--- src/rtl/conv_transposed_2d_tap_scheduler.sv ---
// Tap sequencer for gather-form transposed 2-D convolution: walks oc/oh/ow/ic/kh/kw
// and issues one registered MAC command per tap, resolving stride and padding locally.
module conv_transposed_2d_tap_scheduler #(
   parameter int IN_H     = 4,
   parameter int IN_W     = 4,
   parameter int K_H      = 3,
   parameter int K_W      = 3,
   parameter int STRIDE_H = 2,
   parameter int STRIDE_W = 2,
   parameter int PAD_H    = 1,
   parameter int PAD_W    = 1,
   parameter int C_IN     = 2,
   parameter int C_OUT    = 2,
   parameter int ADDR_W   = 16
) (
   input  logic              clk,
   input  logic              rst,
   input  logic              start,
   input  logic              abort,
   output logic              busy,
   output logic              done,
   output logic              cmd_valid,
   input  logic              cmd_ready,
   output logic [ADDR_W-1:0] cmd_in_addr,
   output logic [ADDR_W-1:0] cmd_w_addr,
   output logic [ADDR_W-1:0] cmd_out_addr,
   output logic              cmd_tap_valid,
   output logic              cmd_first,
   output logic              cmd_last
);
   localparam int OUT_H    = (IN_H - 1) * STRIDE_H - 2 * PAD_H + K_H;
   localparam int OUT_W    = (IN_W - 1) * STRIDE_W - 2 * PAD_W + K_W;
   localparam int SH_SHIFT = $clog2(STRIDE_H);
   localparam int SW_SHIFT = $clog2(STRIDE_W);
   localparam logic [ADDR_W-1:0] ONE = 1;

   typedef enum logic [1:0] {S_IDLE, S_RUN, S_DONE} state_t;

   state_t state_q, state_d;
   logic [ADDR_W-1:0] oc_q, oc_d, oh_q, oh_d, ow_q, ow_d;
   logic [ADDR_W-1:0] ic_q, ic_d, kh_q, kh_d, kw_q, kw_d;
   logic              busy_q, busy_d, done_q, done_d, valid_q, valid_d;
   logic              tv_q, tv_d, first_q, first_d, last_q, last_d;
   logic [ADDR_W-1:0] in_q, in_d, w_q, w_d, out_q, out_d;

   logic load, clear_cnt, advance;
   logic wrap_kw, wrap_kh, wrap_ic, wrap_ow, wrap_oh, wrap_oc;
   logic cy_kh, cy_ic, cy_ow, cy_oh, cy_oc, at_end;
   int   nh, nw, ih, iw;
   logic tap_ok, first_n, last_n;
   logic [ADDR_W-1:0] in_n, w_n, out_n;

   // Ripple-carry view of the loop nest: each counter steps when all inner ones wrap.
   always_comb begin
      wrap_kw = (kw_q == ADDR_W'(K_W - 1));
      wrap_kh = (kh_q == ADDR_W'(K_H - 1));
      wrap_ic = (ic_q == ADDR_W'(C_IN - 1));
      wrap_ow = (ow_q == ADDR_W'(OUT_W - 1));
      wrap_oh = (oh_q == ADDR_W'(OUT_H - 1));
      wrap_oc = (oc_q == ADDR_W'(C_OUT - 1));
      cy_kh   = wrap_kw;
      cy_ic   = cy_kh & wrap_kh;
      cy_ow   = cy_ic & wrap_ic;
      cy_oh   = cy_ow & wrap_ow;
      cy_oc   = cy_oh & wrap_oh;
      at_end  = cy_oc & wrap_oc;
   end

   always_comb begin
      state_d   = state_q;
      busy_d    = busy_q;
      done_d    = 1'b0;
      valid_d   = valid_q;
      load      = 1'b0;
      clear_cnt = 1'b0;
      advance   = 1'b0;
      unique case (state_q)
         S_IDLE: begin
            if (start && !abort) begin
               state_d   = S_RUN;
               busy_d    = 1'b1;
               valid_d   = 1'b1;
               clear_cnt = 1'b1;
               load      = 1'b1;
            end
         end
         S_RUN: begin
            if (abort) begin
               state_d   = S_IDLE;
               busy_d    = 1'b0;
               valid_d   = 1'b0;
               clear_cnt = 1'b1;
            end else if (valid_q && cmd_ready) begin
               if (at_end) begin
                  state_d   = S_DONE;
                  busy_d    = 1'b0;
                  valid_d   = 1'b0;
                  done_d    = 1'b1;
                  clear_cnt = 1'b1;
               end else begin
                  advance = 1'b1;
                  load    = 1'b1;
               end
            end
         end
         S_DONE:  state_d = S_IDLE;
         default: state_d = S_IDLE;
      endcase
   end

   always_comb begin
      oc_d = oc_q;
      oh_d = oh_q;
      ow_d = ow_q;
      ic_d = ic_q;
      kh_d = kh_q;
      kw_d = kw_q;
      if (clear_cnt) begin
         oc_d = '0;
         oh_d = '0;
         ow_d = '0;
         ic_d = '0;
         kh_d = '0;
         kw_d = '0;
      end else if (advance) begin
         kw_d = wrap_kw ? '0 : kw_q + ONE;
         if (cy_kh) kh_d = wrap_kh ? '0 : kh_q + ONE;
         if (cy_ic) ic_d = wrap_ic ? '0 : ic_q + ONE;
         if (cy_ow) ow_d = wrap_ow ? '0 : ow_q + ONE;
         if (cy_oh) oh_d = wrap_oh ? '0 : oh_q + ONE;
         if (cy_oc) oc_d = wrap_oc ? '0 : oc_q + ONE;
      end
   end

   // Command fields are computed from the next counter values so they can be registered.
   always_comb begin
      nh      = int'(oh_d) + PAD_H - int'(kh_d);
      nw      = int'(ow_d) + PAD_W - int'(kw_d);
      ih      = nh >>> SH_SHIFT;
      iw      = nw >>> SW_SHIFT;
      tap_ok  = (nh >= 0) && (nw >= 0) &&
                ((nh & (STRIDE_H - 1)) == 0) && ((nw & (STRIDE_W - 1)) == 0) &&
                (ih < IN_H) && (iw < IN_W);
      in_n    = tap_ok ? ADDR_W'((int'(ic_d) * IN_H + ih) * IN_W + iw) : '0;
      w_n     = ADDR_W'(((int'(ic_d) * C_OUT + int'(oc_d)) * K_H + int'(kh_d)) * K_W + int'(kw_d));
      out_n   = ADDR_W'((int'(oc_d) * OUT_H + int'(oh_d)) * OUT_W + int'(ow_d));
      first_n = (ic_d == '0) && (kh_d == '0) && (kw_d == '0);
      last_n  = (ic_d == ADDR_W'(C_IN - 1)) && (kh_d == ADDR_W'(K_H - 1)) &&
                (kw_d == ADDR_W'(K_W - 1));
   end

   always_comb begin
      in_d    = in_q;
      w_d     = w_q;
      out_d   = out_q;
      tv_d    = tv_q;
      first_d = first_q;
      last_d  = last_q;
      if (load) begin
         in_d    = in_n;
         w_d     = w_n;
         out_d   = out_n;
         tv_d    = tap_ok;
         first_d = first_n;
         last_d  = last_n;
      end else if (!valid_d) begin
         in_d    = '0;
         w_d     = '0;
         out_d   = '0;
         tv_d    = 1'b0;
         first_d = 1'b0;
         last_d  = 1'b0;
      end
   end

   always_ff @(posedge clk) begin
      if (rst) begin
         state_q <= S_IDLE;
         oc_q    <= '0;
         oh_q    <= '0;
         ow_q    <= '0;
         ic_q    <= '0;
         kh_q    <= '0;
         kw_q    <= '0;
         busy_q  <= 1'b0;
         done_q  <= 1'b0;
         valid_q <= 1'b0;
         in_q    <= '0;
         w_q     <= '0;
         out_q   <= '0;
         tv_q    <= 1'b0;
         first_q <= 1'b0;
         last_q  <= 1'b0;
      end else begin
         state_q <= state_d;
         oc_q    <= oc_d;
         oh_q    <= oh_d;
         ow_q    <= ow_d;
         ic_q    <= ic_d;
         kh_q    <= kh_d;
         kw_q    <= kw_d;
         busy_q  <= busy_d;
         done_q  <= done_d;
         valid_q <= valid_d;
         in_q    <= in_d;
         w_q     <= w_d;
         out_q   <= out_d;
         tv_q    <= tv_d;
         first_q <= first_d;
         last_q  <= last_d;
      end
   end

   assign busy          = busy_q;
   assign done          = done_q;
   assign cmd_valid     = valid_q;
   assign cmd_in_addr   = in_q;
   assign cmd_w_addr    = w_q;
   assign cmd_out_addr  = out_q;
   assign cmd_tap_valid = tv_q;
   assign cmd_first     = first_q;
   assign cmd_last      = last_q;
endmodule

--- config.mk ---
export PLATFORM = sky130hd
export DESIGN_NAME = conv_transposed_2d_tap_scheduler
export DESIGN_NICKNAME = d
export VERILOG_FILES = /design/src/rtl/conv_transposed_2d_tap_scheduler.sv
export SDC_FILE = /design/constraint.sdc
export NUM_CORES = 1
export LEC_CHECK = 0
export BUFFER_PORTS_ARGS = -buffer_cell sky130_fd_sc_hd__buf_2
export CAP_MARGIN = 20
export CORE_ASPECT_RATIO = 0.7
export CORE_UTILIZATION = 66
export DETAILED_ROUTE_END_ITERATION = 16
export GPL_ROUTABILITY_DRIVEN = 0
export PLACE_DENSITY_LB_ADDON = 0.15
export SLEW_MARGIN = 20
export SYNTH_ARGS = -nofsm -noshare
export SYNTH_HDL_FRONTEND = slang
export SYNTH_SLANG_ARGS = --single-unit
--- constraint.sdc ---
create_clock -name clk -period 20.5 [get_ports clk]
set_input_delay 4.1 -clock clk [delete_from_list [all_inputs] [get_ports clk]]
set_output_delay 4.1 -clock clk [all_outputs]
set_load 0.02 [all_outputs]
* Word level (Yosys, flattened, before mapping)
Cells that the tools add are included.
Operators by class: shift operators 0, div/mod/pow operators 0, multiplexer cells 57, $add $sub $neg 17, magnitude comparators 4, eq/ne operators 14, $mul 4, reductions and logical operators 22, bitwise logic cells 6
Operator list (number):
- two-way mux 16 bit | 28
- adder 16 x 1 -> 16 bit (second input constant) | 6
- equality test 16 x 2 -> 1 bit (second input constant) | 4
- logical NOT 32 bit | 2
- adder 16 bit | 3
- equality test 16 x 1 -> 1 bit (second input constant) | 3
- logical NOT 16 bit | 3
- greater-or-equal comparator 18 x 1 -> 1 bit (second input constant) | 2
- subtractor 17 x 16 -> 18 bit | 2
- adder 16 x 1 -> 17 bit (second input constant) | 2
- less-than comparator 17 x 4 -> 1 bit (second input constant) | 2
- equality test 16 x 3 -> 1 bit (second input constant) | 2
- adder 20 x 16 -> 21 bit | 1
- multiplier 21 x 2 -> 16 bit (second input constant) | 1
- adder 19 x 16 -> 20 bit | 1
- multiplier 18 x 2 -> 20 bit (second input constant) | 1
- multiplier 20 x 3 -> 16 bit (second input constant) | 1
- two-way mux 1 bit | 20
- multiplier 16 x 3 -> 19 bit (second input constant) | 1
- adder 17 x 16 -> 18 bit | 1
- adder 14 bit | 1
- logical AND 1 bit | 11
- two-way mux 2 bit | 4
- case mux 1 bit (2 select lines) | 4
- 13 further kinds | 18
Storage, ports and cells: memories kept 0, bits in writable memories 0, output and inout port bits 54, latch bits 0, word-level logic and storage cells 140, ROM bits 0, register bits after elaboration 152, input port bits 5

* Logic depth before layout (Yosys ltp)
Gate-level depths: netlist of run 1.
depth in word-level cells 22, mapped depth 45, depth with buffers taken out 43

* Worst setup path before layout of run 1
No wires, ideal clock.
path kind input -> register, from input abort, to register w_q[15] (netlist: cmd_w_addr[15]), library setup time 117 ps, data required time 20383 ps, arrival time 11527 ps, path slack 8856 ps, buffers on the path 2, stages on the path 39, cell sequence clkbuf_1 or2_1 buf_2 nor3_2 nand2_1 inv_1 nand2_1 xnor2_1 nand2_1 inv_1 ha_1 a21o_1 a21oi_1 maj3_1 maj3_2 o31a_1 o21bai_1 xnor2_1 [... 3 more ...] nand3_1 nor2_1 nor3_1 xnor2_1 fa_1 ha_1 and3_1 a21oi_1 o21ai_0 o21a_1 o21ai_0 nand2b_1 a31oi_1 xor2_1 xnor3_1 xnor2_1 xnor2_1 a22o_1
Between the ends: cells in the longest elaborated chain, start to end 11, elaborated cells on any way between the ends 26, classes of those cells add/sub (3); mul (2); eq/ne (1); mux (18); reduce/logical (2)
Ends and longest elaborated chain:
- start: declaration | line 19 | input logic abort,
- logical NOT 1 bit | line 79 | if (start && !abort) begin
- logical AND 1 bit | line 79
- two-way mux 1 bit | line 79
- case mux 1 bit (2 select lines) | line 77 | unique case (state_q)
- two-way mux 16 bit * | line 118 | if (clear_cnt) begin
- via oc_d[2] | line 40 | logic [ADDR_W-1:0] oc_q, oc_d, oh_q, oh_d, ow_q, ow_d;
- adder 17 x 16 -> 18 bit * | line 145 | w_n = ADDR_W'(((int'(ic_d) * C_OUT + int'(oc_d)) * K_H + int'(kh_d)) * K_W + int'(kw_d));
- multiplier 18 x 2 -> 20 bit * | line 145
- adder 20 x 16 -> 21 bit * | line 145
- multiplier 21 x 2 -> 16 bit * | line 145
- adder 16 bit * | line 145
- two-way mux 16 bit * | line 159 | if (load) begin
- end signal: assignment | line 206 | w_q <= w_d;
- end: declaration | line 44 | logic [ADDR_W-1:0] in_q, in_d, w_q, w_d, out_q, out_d;
The timed path passes the listed nets; every way through them passes the cells marked *. A chain may end at the register's enable or synchronous reset.

* Worst setup path in the final report of run 1
from input cmd_ready, to register w_q[15] (netlist: cmd_w_addr[15])
Between the ends: cells in the longest elaborated chain, start to end 12, elaborated cells on any way between the ends 26, classes of those cells add/sub (3); mul (2); eq/ne (1); mux (19); reduce/logical (1)
Ends and longest elaborated chain:
- start: declaration | line 23 | input logic cmd_ready,
- logical AND 1 bit * | line 93 | end else if (valid_q && cmd_ready) begin
- two-way mux 1 bit | line 93
- two-way mux 1 bit | line 88 | if (abort) begin
- two-way mux 1 bit | line 77
- two-way mux 16 bit | line 125 | end else if (advance) begin
- two-way mux 16 bit * | line 118
- via oc_d[1] | line 40
- adder 17 x 16 -> 18 bit * | line 145
- multiplier 18 x 2 -> 20 bit * | line 145
- adder 20 x 16 -> 21 bit * | line 145
- multiplier 21 x 2 -> 16 bit * | line 145
- adder 16 bit * | line 145
- two-way mux 16 bit * | line 159
Marks and branches as above.

==> results, run 1 <==
- The flow ran to the end, and the final reports show no timing, DRC or antenna violations.
- The portion of the post-synthesis area used by sequential elements is between 10% and 20%.
- The post-synthesis to final-layout area growth is 7.46%.
- Clock latency on the worst-skew pair, taken at its later pin, is about 460 ps.
- The logic depth of the worst register-to-register path is 43.
- The instance count after placement with tap cells included is 2,250.
- The top cell types in the final layout, fill and taps aside, are sky130_fd_sc_hd__nor2_1, sky130_fd_sc_hd__inv_1, sky130_fd_sc_hd__ha_1.
- The critical path class is in2reg.
- For this design the static power due to leakage is 8.20 nW.
- After technology mapping, the gate count stands at just under 2,000.
- Setup violations remaining at the end of the flow were counted as 0.
- The via count of the first global-routing pass was 13,400.
- STA puts the critical path data required time at roughly 21,000 ps.
- The initial antenna violation count is 0.
- In the routed layout, each cell is associated on average with a via count of 6.34.
- The power density over cell area is between 30 and 40 nW/um^2.
- Across every metal layer, demand over resource in global routing totals between 30% and 40%.
- In this run the vertical extent of the chip is approximately 130 um.
- The peak ir drop on the vdd network is 0.0608 mV.
- The count of boundary I/O pins is 59.
- In this run, synthesis produced a sequential element count of 152.
- The total clock sinks is 152.
- The post-route fraction of the period consumed by the critical path is approximately 61%.
- The number of buffers on the longest clock path is 2.
- The number of vias in the routed layout is 14,500.
- The number of nets handed over by synthesis was 2,190.
- The leading cell type in the layout, fill and taps excluded is sky130_fd_sc_hd__nor2_1.
- After floorplanning, the core was sized to cover around 23,000 um^2.
- The routed design could run at a clock period as short as 12,600 ps.
- The met1 layer usage reported by global route is 55.9%.
- Dividing the synthesized area by the synthesized cell count gives 8.11 um^2.
- Once detail routing completed, the nets flagged for antenna violations numbered 0.
- The arrival time of the worst setup path is 12,940 ps.
- After detailed routing, the average wire length per cell comes to 20.6 um.
- In this run, synthesis inferred 0 flip-flops with an integrated enable.
- The largest stage delay on the critical path is 520 ps.
- The instance count along the most critical hold path is 2.
- The die outline width is 186 um.
- The detailed placement HPWL is approximately 37,000 um.
- The number of nets at the end of the flow is 2,224.
- The worst setup path is launched from an input port.
- The met2 track demand over resource is between 50% and 60%.
- The cell seen most often among critical-path stages is sky130_fd_sc_hd__inv_1.
- At the pin with the least slew margin, the transition time is ~970 ps.
- After global routing, the most crowded layer is met1.
- The final-report hold violation count came to 0.
- The type of destination of the critical path is a flip-flop.
- The first global-routing pass estimated 72,700 um of wire.
- Setup repair after global routing left no endpoint under its margin.
- The length of the first detailed-routing pass in iterations is 6.
- The number of warnings issued by yosys is 0.
- On the critical path, the stage with the largest delay is an instance of sky130_fd_sc_hd__fa_1.
- Derived from the worst setup path, the maximum achievable clock frequency is 79.3 MHz.
- The buffer count from post-CTS setup fixing is 0.
- The number of pins with negative max-slew slack in the final report was 0.
- The hold buffer count at CTS is 0.
- Clock skew on the completed layout was measured at between 15 and 20 ps.
- The initial standard-cell utilization of the core is 68.1%.
- Excluding fillers, the count of instances in the completed layout stands at around 2,300.
- The routed wire length is 47,100 um.
- The deepest level of the CTS H-tree is 4.
- The worst hold path belongs to the class reg2reg.
- The tree is rooted in a sky130_fd_sc_hd__clkbuf_16.
- After synthesis, the share of flip-flops with an asynchronous set or reset is 0%.
- In the synthesized netlist the dominant register cell turns out to be sky130_fd_sc_hd__dfxtp_1.
- Max-cap violations in this run came to 0.
- The mapped netlist covers 15,600 um^2.
- Entering global routing, the biggest net connects 83 pins.
- The share of cells above drive strength 1 is 8.53%.
- Headroom to the max-slew limit came out at 35.0%.
- The number of buffer and inverter instances along the worst setup path is 7.
- For the final routed database, the setup TNS stands at 0 ps.
- Global routing used 13.6% of the available met3 tracks.
- The DRC violation total after the first TritonRoute iteration is 1,705.
- On the critical path the largest part of the delay comes from simple AND/OR/NAND/NOR gates.
- The floorplan step defined a die boundary enclosing 24,200 um^2.
- The CTS tree is built.
- After floorplanning, the core was divided into 46 placement rows.
- Counting the fill cells in the layout gives 1,865.
- The critical path crosses 42 cells after its start point.
- After synthesis, the netlist uses 85 different library cells.
- The count of unresolved DRC violations after routing is 0.
- Buffers inserted during clock tree synthesis total 17.
- The quantity of I/O buffers inserted on ports is 58.
- On the final layout, the worst hold slack is 450 ps.
- In this run, post-CTS repair resized a total of 0 instances.
- The total global routing overflow is 0.
- The clock edge transition at the registers on the reported setup and hold paths is 70 ps.
- Of all nets on the critical path, the largest fanout is 12.
per-stage QoR:
step | cell area, um^2 | power (mW) | setup WS, ps | util [%]
3_3_place_gp | 16100 | 0.331 | 8130 | 70.5
3_5_place_dp | 16100 | 0.332 | 7710 | 70.5
6_report | 16800 | 0.661 | 7900 | 73.1
4_1_cts | 16700 | 0.658 | 8120 | 73.1
5_1_grt | 16700 | 0.673 | 7210 | 73.1
2_1_floorplan | 15600 | 0.322 | 8860 | -
Yosys cell counts, types with 27 or more instances:
master	n	area, um^2
sky130_fd_sc_hd__o21bai_1	28	210
sky130_fd_sc_hd__a21oi_1	98	490
sky130_fd_sc_hd__clkbuf_1	42	158
sky130_fd_sc_hd__nor2_1	231	867
sky130_fd_sc_hd__a21o_1	41	308
sky130_fd_sc_hd__xnor2_1	141	1230
sky130_fd_sc_hd__ha_1	183	2290
sky130_fd_sc_hd__inv_1	216	811
sky130_fd_sc_hd__a31oi_1	37	231
sky130_fd_sc_hd__o21ai_0	60	300
sky130_fd_sc_hd__dfxtp_1	152	3040
sky130_fd_sc_hd__fa_1	79	1580
sky130_fd_sc_hd__xor2_1	62	543
sky130_fd_sc_hd__nand3_1	74	370
sky130_fd_sc_hd__and3_1	27	169
sky130_fd_sc_hd__nand2_1	88	330
sky130_fd_sc_hd__nor3_1	79	395
worst reg2reg max path, delay by kind of cell (launching register included):
kind	cells	cell delay (ps)
buf+inv	7	760
fa+ha+maj	7	2420
xor+xnor	6	1340
flops	1	400
simple gates	13	2540
compound gates	10	2120
layout make-up:
| type | count | area (um^2) | share of cell area (%) |
|---|---|---|---|
| antenna | 1 | 2.50 | 0.0149 |
| clock buffer | 17 | 425 | 2.54 |
| clock inverter | 14 | 175 | 1.05 |
| inverter | 216 | 811 | 4.84 |
| multi-input combinational | 1500 | 11500 | 68.8 |
| sequential | 152 | 3040 | 18.2 |
| tap | 312 | 390 | 2.33 |
| timing repair buffer | 70 | 383 | 2.29 |
registers in the layout, summed over array words and instances, names as in the netlist, 16 cells and up:
name / count
kw_q: 16
cmd_w_addr: 16
cmd_in_addr: 16
ic_q: 16
ow_q: 16
cmd_out_addr: 16
oh_q: 16
oc_q: 16
kh_q: 16
cells by family (layout without fill, tap and decap cells):
logic type / count (synthesis) / in the layout / share of synthesized area, %
AOI/OAI and AO/OA: 342 / 342 / 14.4
xor gates and xnor gates: 206 / 206 / 11.8
adders and majority gates: 267 / 267 / 25.2
buffers and inverters: 271 / 317 / 6.61
DFF: 152 / 152 / 19.5
muxes: 2 / 2 / 0.128
other: 0 / 1 / 0
and+or+nand+nor: 683 / 683 / 22.4
where the power goes:
group	switching (mW)	leakage, nW	total [mW]	internal, mW
sequential	0.00132	1.22	0.297	0.296
combinational	0.0236	6.69	0.0289	0.00537
clock	0.143	0.286	0.335	0.192
total	0.168	8.20	0.661	0.493
path summary, 6_finish.rpt:
check | end | slack (ps) | startpoint
worst max-delay path | cmd_w_addr[15]$_SDFFE_PP0P_ | 7900 | cmd_ready
worst min-delay path | cmd_in_addr[7]$_SDFFE_PP0P_ | 450 | cmd_in_addr[7]$_SDFFE_PP0P_
worst min register to register | cmd_in_addr[7]$_SDFFE_PP0P_ | 450 | cmd_in_addr[7]$_SDFFE_PP0P_
worst max register to register | cmd_w_addr[15]$_SDFFE_PP0P_ | 10810 | kw_q[0]$_SDFF_PP0_
per-layer routing:
metal / routed length, um / up-vias
li1: - / 6679
met1: 20000 / 6811
met2: 18300 / 831
met3: 6520 / 150
met4: 2290 / 2
met5: 32 / -
Power figures use the tool's default switching activity.
==> inputs of run 2 (changes only) <==
--- a/config.mk
+++ b/config.mk
@@ -8,7 +8,7 @@
 export BUFFER_PORTS_ARGS = -buffer_cell sky130_fd_sc_hd__buf_2
 export CAP_MARGIN = 20
 export CORE_ASPECT_RATIO = 0.7
-export CORE_UTILIZATION = 66
+export CORE_UTILIZATION = 64
 export DETAILED_ROUTE_END_ITERATION = 16
 export GPL_ROUTABILITY_DRIVEN = 0
 export PLACE_DENSITY_LB_ADDON = 0.15
==> constraint.sdc (replaced) <==
create_clock -name clk -period 12.6 [get_ports clk]
set_input_delay 2.52 -clock clk [delete_from_list [all_inputs] [get_ports clk]]
set_output_delay 2.52 -clock clk [all_outputs]
set_load 0.02 [all_outputs]
==> results, run 2 (synthesized netlist as in run 1, its figures left out) <==
- The largest clock skew in the final design is 14.3 ps (was 18.0 ps).
- The length of the first detailed-routing pass in iterations is 6 (unchanged).
- The leading cell type in the layout, fill and taps excluded is sky130_fd_sc_hd__nor2_1 (unchanged).
- The class of the tightest hold or removal check is reg2reg (unchanged).
- The filler cell count in the final layout was 1,959 (was 1,865).
- The kind of launch point of the worst setup path is an input port (unchanged).
- The worst-case hold slack came to 448 ps (was 450 ps).
- Setup repair after global routing missed its margin: false (unchanged).
- The number of rows in the core area is 47 (was 46).
- Counting I/O delays and the setup requirement, the final critical path takes 10,970 ps.
- The post-route fraction of the period consumed by the critical path is 87.1%.
- The number of pins with negative max-slew slack in the final report is 0 (unchanged).
- The total clock sinks was 152 (unchanged).
- The total global routing overflow came to 0 (unchanged).
- Outcome: finished clean (unchanged).
- The number of failing setup endpoints in the final timing report is 0 (unchanged).
- The gate family responsible for the most delay along the worst path is simple AND/OR/NAND/NOR gates (unchanged).
- The initial antenna violation count is 1 (was 0).
- The number of vias in the routed layout is 14,300 (was 14,500).
- The peak ir drop on the vdd network came to 0.100 mV (was 0.0608 mV).
- The clock latency on the worst-skew pair was 460 ps (about the same).
- The overall track demand over capacity in global routing was 38.2% (was 39.8%).
- The CTS tree is built (unchanged).
- The accumulated negative setup slack is 0 ps (unchanged).
- The library cell used as clock root buffer was sky130_fd_sc_hd__clkbuf_16 (unchanged).
- The wire length of the first global-routing pass is 73,600 um (was 72,700 um).
- The routed wire length is 46,600 um (was 47,100 um).
- The vertical die dimension is 133 um (was 131 um).
- The maximum number of pins on one net before global-route repair is 84 (was 83).
- The count of boundary I/O pins came to 59 (unchanged).
- The placeable core area is 23,800 um^2 (was 22,900 um^2).
- The via count of the first global-routing pass is 13,300 (was 13,400).
- The post-cts sizing count is 0 (unchanged).
- The power density over cell area is 63.7 nW/um^2 (was 39.5 nW/um^2).
- The arrival time of the worst setup path is 11,320 ps (was 12,940 ps).
- The number of buffers on the longest clock path came to 2 (unchanged).
- The initial standard-cell utilization of the core is 65.6% (was 68.1%).
- The die outline width was 189 um (was 186 um).
- The number of vias per cell is 6.25 (was 6.34).
- The post-synthesis to final-layout area growth was 7.51% (was 7.46%).
- Most frequent cells in the layout: sky130_fd_sc_hd__nor2_1, sky130_fd_sc_hd__inv_1, sky130_fd_sc_hd__ha_1 (unchanged).
- The number of nets at the end of the flow was 2,225 (was 2,224).
- The type of destination of the critical path is a flip-flop (unchanged).
- The count of unresolved DRC violations after routing is 0 (unchanged).
- The critical path class is in2reg (unchanged).
- The transition time of the tightest slew-check pin was 961 ps (was 965 ps).
- The cell seen most often among critical-path stages is sky130_fd_sc_hd__inv_1 (unchanged).
- The DRC violation total after the first TritonRoute iteration is 1,728 (was 1,705).
- The share of cells above drive strength 1 is 8.47% (was 8.53%).
- Based on the critical path, the design can be clocked at up to 91.2 MHz.
- The detailed placement HPWL is 37,300 um (was 37,400 um).
- The post-route antenna net violation count is 0 (unchanged).
- The detail-routed net length per standard cell was 20.4 um (was 20.6 um).
- The deepest level of the CTS H-tree is 4 (unchanged).
- The buffer count from post-CTS setup fixing was 0 (unchanged).
- The total clock buffers created by CTS was 17 (unchanged).
- The final-report hold violation count is 0 (unchanged).
- The quantity of I/O buffers inserted on ports is 58 (unchanged).
- The largest stage delay on the critical path is 520 ps (about the same).
- The total leakage power is 8.20 nW (about the same).
- The hold buffer count at CTS is 0 (unchanged).
- The area enclosed by the die boundary is 25,000 um^2 (was 24,200 um^2).
- The number of buffer and inverter instances along the worst setup path is 7 (unchanged).
- The largest fanout of any net on the critical path is 12 (unchanged).
- The data required time of the critical path was 12,950 ps (was 20,840 ps).
- The clock edge transition at the registers on the reported setup and hold paths is 70 ps (about the same).
- The number of max-capacitance violations reported is 0 (unchanged).
- The worst slew margin relative to its limit is 35.9% (was 35.0%).
- The cell with the largest stage delay on the worst path is sky130_fd_sc_hd__fa_1 (unchanged).
==> run 2: cell type report <==
cell class	instances	area [um^2]	share of cell area, %
well taps	318	398	2.37
clock inverters	9	115	0.687
inverters	216	811	4.84
clock buffers	23	478	2.85
repair buffers	71	390	2.33
diodes	1	2.50	0.0149
flip-flops and latches	152	3040	18.2
multi-input cells	1500	11500	68.7
==> run 2: power breakdown <==
| part | switching, mW | internal (mW) | total (mW) | leakage, nW |
|---|---|---|---|---|
| combinational | 0.0382 | 0.00874 | 0.0470 | 6.69 |
| sequential | 0.00202 | 0.481 | 0.483 | 1.22 |
| clock | 0.229 | 0.309 | 0.538 | 0.284 |
| total | 0.269 | 0.799 | 1.07 | 8.20 |
==> run 2: worst min-delay path, stage by stage, from the launching register on <==
cell and delay (ps):
sky130_fd_sc_hd__dfxtp_1 310, sky130_fd_sc_hd__nand2_1 50, sky130_fd_sc_hd__a21oi_1 50
==> run 2: path summary, 6_finish.rpt <==
path	end	startpoint	slack, ps	depth (start not counted)
min	cmd_in_addr[12]$_SDFFE_PP0P_	cmd_in_addr[12]$_SDFFE_PP0P_	450	2
min reg2reg	cmd_in_addr[12]$_SDFFE_PP0P_	cmd_in_addr[12]$_SDFFE_PP0P_	450	2
max	cmd_w_addr[15]$_SDFFE_PP0P_	cmd_ready	1630	42
max reg2reg	cmd_w_addr[15]$_SDFFE_PP0P_	oc_q[0]$_SDFF_PP0_	2720	42
==> run 2: through the flow <==
stage	setup WS, ps	power [mW]	utilization, %	area (um^2)	cells
6_report	1630	1.07	70.5	16800	2290
5_1_grt	903	1.09	70.5	16800	2289
4_1_cts	1850	1.06	70.5	16800	2289
3_5_place_dp	1450	0.540	68.0	16200	2257
3_3_place_gp	1760	0.539	68.0	16200	2256
2_1_floorplan	2540	0.524	-	15600	1923
==> run 2: layer usage <==
metal  global-route usage [%]  wire length [um]  up-vias
met4                     13.8              1820        2
met1                     55.7             20800     6685
met2                     52.4             18200      805
li1                         -                 -     6693
met5                        0                19        -
met3                     11.8              5810      122
